--- config.mk ---
export PLATFORM = sky130hd
export DESIGN_NAME = buffer_ctrl
export DESIGN_NICKNAME = d
export VERILOG_FILES = /design/src/rtl/usb_pkg.sv /design/src/rtl/buffer_ctrl.sv
export SDC_FILE = /design/constraint.sdc
export NUM_CORES = 1
export LEC_CHECK = 0
export BUFFER_PORTS_ARGS = -buffer_cell sky130_fd_sc_hd__buf_2
export CORE_ASPECT_RATIO = 0.8
export CORE_UTILIZATION = 40
export DETAILED_ROUTE_END_ITERATION = 8
export PLACE_DENSITY_LB_ADDON = 0.15
export SLEW_MARGIN = 20
export SYNTH_ARGS = -nofsm -noshare
export SYNTH_HDL_FRONTEND = slang
export SYNTH_SLANG_ARGS = --single-unit
--- constraint.sdc ---
create_clock -name clk -period 2.3 [get_ports clk]
set_input_delay 0.345 -clock clk [delete_from_list [all_inputs] [get_ports clk]]
set_output_delay 0.345 -clock clk [all_outputs]
set_load 0.005 [all_outputs]
--- src/rtl/usb_pkg.sv ---
// ============================================================================
// usb_pkg : shared buffer-mode enum, capacity default and AHB size helpers
// Rev 1.0 : initial release
// ============================================================================
`default_nettype none

package usb_pkg;

  typedef enum logic [1:0] {
    MODE_IDLE = 2'd0,
    MODE_RX   = 2'd1,
    MODE_TX   = 2'd2
  } buf_mode_t;

  localparam int unsigned CAPACITY_DEFAULT = 64;

  localparam logic [1:0] SIZE_INVALID = 2'd0;
  localparam logic [1:0] SIZE_1B      = 2'd1;
  localparam logic [1:0] SIZE_2B      = 2'd2;
  localparam logic [1:0] SIZE_4B      = 2'd3;

  // Byte count of an AHB access; eight bits so occupancy sums never wrap.
  function automatic logic [7:0] size_bytes(input logic [1:0] size);
    case (size)
      SIZE_1B: size_bytes = 8'd1;
      SIZE_2B: size_bytes = 8'd2;
      SIZE_4B: size_bytes = 8'd4;
      default: size_bytes = 8'd0;
    endcase
  endfunction

endpackage

`default_nettype wire

--- src/rtl/buffer_ctrl.sv ---
// ============================================================================
// buffer_ctrl : endpoint data-buffer owner FSM and USB/AHB strobe arbiter
// Rev 1.0 : initial release
// ============================================================================
`default_nettype none

module buffer_ctrl
  import usb_pkg::*;
#(
  parameter int unsigned CAPACITY = CAPACITY_DEFAULT
) (
  input  logic       clk,
  input  logic       n_rst,
  input  logic [6:0] buffer_occ,
  input  logic       usb_rx_valid,
  output logic       usb_rx_ready,
  input  logic       usb_rx_done,
  input  logic       usb_tx_req,
  output logic       usb_tx_ack,
  input  logic       usb_tx_done,
  input  logic       pkt_start_rx,
  input  logic       ahb_rd_req,
  input  logic       ahb_wr_req,
  input  logic [1:0] ahb_size,
  output logic       ahb_ack,
  output logic       ahb_err,
  input  logic       ahb_flush,
  output logic [1:0] mode,
  output logic       store_rx_data,
  output logic [1:0] get_rx_data,
  output logic [1:0] store_tx_data,
  output logic       get_tx_data,
  output logic       clear,
  output logic       overflow
);

  localparam logic [7:0] CAP8 = 8'(CAPACITY);

  buf_mode_t  state_q, state_d;
  logic       rx_done_q, rx_done_d;
  logic       tx_done_q, tx_done_d;
  logic       ovf_q, ovf_d;
  logic [7:0] occ_ext;
  logic [7:0] need_bytes;

  always_ff @(posedge clk or negedge n_rst) begin
    if (!n_rst) begin
      state_q   <= MODE_IDLE;
      rx_done_q <= 1'b0;
      tx_done_q <= 1'b0;
      ovf_q     <= 1'b0;
    end else begin
      state_q   <= state_d;
      rx_done_q <= rx_done_d;
      tx_done_q <= tx_done_d;
      ovf_q     <= ovf_d;
    end
  end

  assign mode     = state_q;
  assign overflow = ovf_q;

  // Outputs are held low while n_rst is asserted, even with requests pending.
  always_comb begin
    state_d       = state_q;
    rx_done_d     = rx_done_q;
    tx_done_d     = tx_done_q;
    ovf_d         = ovf_q;
    usb_rx_ready  = 1'b0;
    usb_tx_ack    = 1'b0;
    ahb_ack       = 1'b0;
    ahb_err       = 1'b0;
    store_rx_data = 1'b0;
    get_rx_data   = 2'd0;
    store_tx_data = 2'd0;
    get_tx_data   = 1'b0;
    clear         = 1'b0;
    occ_ext       = {1'b0, buffer_occ};
    need_bytes    = size_bytes(ahb_size);

    if (n_rst) begin
      if (ahb_flush) begin
        clear     = 1'b1;
        state_d   = MODE_IDLE;
        rx_done_d = 1'b0;
        tx_done_d = 1'b0;
        ovf_d     = 1'b0;
      end else begin
        case (state_q)
          MODE_IDLE: begin
            rx_done_d = 1'b0;
            tx_done_d = 1'b0;
            if (pkt_start_rx) begin
              state_d = MODE_RX;
            end else if (ahb_wr_req) begin
              state_d = MODE_TX;
            end
            if (ahb_rd_req || (ahb_wr_req && ahb_size == SIZE_INVALID)) begin
              ahb_err = 1'b1;
            end
          end

          MODE_RX: begin
            rx_done_d = rx_done_q | usb_rx_done;
            if (usb_rx_valid) begin
              if (occ_ext < CAP8) begin
                usb_rx_ready  = 1'b1;
                store_rx_data = 1'b1;
              end else begin
                ovf_d = 1'b1;
              end
            end
            if (ahb_wr_req || (ahb_rd_req && ahb_size == SIZE_INVALID)) begin
              ahb_err = 1'b1;
            end else if (ahb_rd_req && !store_rx_data) begin
              if (occ_ext >= need_bytes) begin
                get_rx_data = ahb_size;
                ahb_ack     = 1'b1;
              end else if (rx_done_q) begin
                // Packet is complete: the short read can never be satisfied.
                ahb_err = 1'b1;
              end
            end
            if (rx_done_q && occ_ext == 8'd0) begin
              state_d   = MODE_IDLE;
              rx_done_d = 1'b0;
            end
          end

          MODE_TX: begin
            tx_done_d = tx_done_q | usb_tx_done;
            if (usb_tx_req && occ_ext != 8'd0) begin
              usb_tx_ack  = 1'b1;
              get_tx_data = 1'b1;
            end
            if (ahb_rd_req || (ahb_wr_req && ahb_size == SIZE_INVALID)) begin
              ahb_err = 1'b1;
            end else if (ahb_wr_req && !get_tx_data &&
                         (occ_ext + need_bytes) <= CAP8) begin
              store_tx_data = ahb_size;
              ahb_ack       = 1'b1;
            end
            if (tx_done_q && occ_ext == 8'd0) begin
              state_d   = MODE_IDLE;
              tx_done_d = 1'b0;
            end
          end

          default: state_d = MODE_IDLE;
        endcase
      end
    end
  end

endmodule

`default_nettype wire

==> qor.csv <==
metric,value,unit
timing.rr.end,mode[0]$_DFFE_PN0P_,
sw_frac_of_total,0.431,
comb_power_share,0.623,
p_int,0.366,mW
grt_pass1_wl,4.24,mm
synth_edf_count,0,
gp_congestion,0.861,
post-route-period-util,1.12,
post_synth.cell_area_avg,8.08,µm²
hold_path_class,in -> reg,
areaGrowthSynthToFinish,60.3,%
ir_drop,0.000475,V
dr.first_iter.drc_count,18,
fin_area,1350,µm²
fp.dieH,43.0,µm
cts-root-buf,clkbuf_4,
cts.htree.levels,1,
layout-drive-gt1-share,0.494,
clock_latency,260,ps
power_frac_seq,0.207,
placed_area,1160,µm²
ys_warn_count,0,
antenna_cells,0,
rrSetupSlack,580,ps
cts_buffers,3,
crit_end,ahb_ack,
routed_wl,2.61,mm
final_nets,193,
synth_top_cell_by_area,dfrtp_1,
synthCells,104,
route.met2.wl,1.18,mm
maxSlewHeadroom,0.792,
path_clk_slew,50,ps
grt_pass1_vias,926,
fin_ws,-282,ps
max_freq,387,MHz
synth-main-ff-cell,dfrtp_1,
rows,14,
fill_cells,165,
ioPinCount,33,
antenna_left,0,
vias,1014,
layout_common_cells,"29 x buf_2, 22 x buf_4, 8 x nand2_1, 8 x inv_1, 8 x ha_1",
violations,setup timing,
seq_area,125,µm²
io_buffers,32,
wl_per_cell,14.0,µm
status,"complete, but fails checks",
cp_max_fo,3,
design.core.area,1930,µm²
tritoncts,done,
clock_sinks,5,
p_clk_frac,0.170,
highest-signal-layer,met4,
tightest_slew,312,ps
p_switching,0.277,mW
drt_pass1_iterations,4,
setup_viol,6,
track_usage,0.253,
critPathRequiredTime,1960,ps
r2r-start,mode[1]$_DFFE_PN0P_,
skew,2.02,ps
synth_top_area_share,0.149,
synth_area_leaders,"dfrtp_1 15%, ha_1 15%, nor3b_1 5.4%, a21oi_1 4.2%, inv_1 3.6%",
grt_max_degree,9,
seq_area_frac_synth,0.149,
drt-met1-wl,1.21,mm
initial_utilization,0.436,
cp-end-kind,output port,
drc,0,
via_per_inst,5.45,
hold_viol,0,
powerDensity,477,nW/µm²
crit_type,in -> out,
multiInputGateArea,759,µm²
rsz0062_at_grt,yes,
critPathArrivalTime,2240,ps
grt_overflow,0,
syn_nets,134,
holdPathStages,2,
clock_path_buffers,2,
dieArea,2290,µm²
p_leak,0.648,nW
dp_worst_setup_slack,-411,ps
layout_commonest_cell,buf_2,
report.final.slew_viol_count,0,
synth-seq-cells,5,
drv_cap,0,
min_period,2580,ps
antenna_found_initial,0,
syn_area,841,µm²
setup_tns,-1320,ps
synth_cell_types,41,
reg2regPathDepth,8,
dpl.hpwl,1.92,mm
wl_met3,195,µm
async_flop_share,1.00,
cp-start-kind,input port,
crit_start,ahb_size[0],
die_w,53.3,µm
[layout make-up]
class,instances,share of cell area
multi-input combinational,88,0.564
tap,24,0.0223
clock buffer,4,0.0195
timing repair buffer,57,0.279
sequential,5,0.0929
inverter,8,0.0223
[critical path, stage by stage]
cell	delay, ps
buf_6	90
nor2b_4	120
ha_4	150
fa_1	450
or3b_4	390
nor4_2	120
o21ai_1	110
and2b_2	210
a21oi_2	120
buf_2	120
[power by group through the flow]
stage                     Sequential (mW)  Combinational (mW)  Clock, mW
final                               0.133               0.400      0.109
after global routing                0.135               0.445      0.116
after CTS                           0.133               0.372      0.110
after detailed placement            0.134               0.347          0
after global placement              0.133               0.345          0
after floorplan                     0.132               0.205          0
[timing repair]
action | CTS | global route
gates resized for setup | 14 | 8
gates cloned | 0 | 0
hold endpoints to repair | 5 | 0
hold buffers | 1 | 0
endpoints found under the setup margin | 8 | 8
buffers inserted | 3 | 2
pin swaps | 8 | 10
[how the worst min path moves through the flow]
stage / to / slack (ps) / startpoint
final: rx_done_q$_DFFE_PN0P_ / 380 / ahb_flush
after global routing: rx_done_q$_DFFE_PN0P_ / 400 / ahb_flush
after CTS: rx_done_q$_DFFE_PN0P_ / 370 / ahb_flush
after detailed placement: overflow$_DFFE_PN0P_ / 200 / n_rst
after global placement: mode[0]$_DFFE_PN0P_ / 200 / n_rst
after floorplan: mode[0]$_DFFE_PN0P_ / 50 / n_rst
[per-stage QoR]
step / utilization / hold WS [ps] / cells / total power, mW
after floorplan: - / 49.4 / 104 / 0.337
after global placement: 0.601 / 200 / 176 / 0.478
after detailed placement: 0.601 / 205 / 176 / 0.481
after CTS: 0.671 / 374 / 184 / 0.615
after global routing: 0.699 / 395 / 186 / 0.696
final: 0.699 / 380 / 186 / 0.642
[registers in the layout, summed over array words and instances (netlist names)]
signal     count
mode           2
tx_done_q      1
rx_done_q      1
overflow       1
[cells in the mapped netlist (2+ instances only)]
master    number
or3b_2         2
or4_4          2
o21a_1         2
nor3b_1        6
buf_4          2
nor2_1         6
nand2b_1       4
inv_1          8
dfrtp_1        5
o21ai_0        3
and3_1         2
nand2_1        8
nor2b_1        4
a21oi_1        7
ha_1          10
a211oi_1       2
nand3_1        3
nor3_1         3
o31ai_1        3
[routing by layer]
| layer | vias to the layer above | global-route usage |
|---|---|---|
| li1 | 497 | - |
| met2 | 34 | 0.375 |
| met3 | 4 | 0.0753 |
| met4 | 0 | 0.0421 |
| met5 | - | 0 |
| met1 | 479 | 0.361 |
[cells by family (layout without fill, tap and decap cells)]
group | count (synthesis) | after routing | synth area share
compound gates | 26 | 26 | 0.234
flops | 5 | 5 | 0.149
fa+ha+maj | 11 | 11 | 0.173
buf+inv | 11 | 69 | 0.0670
simple gates | 50 | 50 | 0.368
xor+xnor | 1 | 1 | 0.0104
No activity file was read; power rests on OpenSTA's default activity.
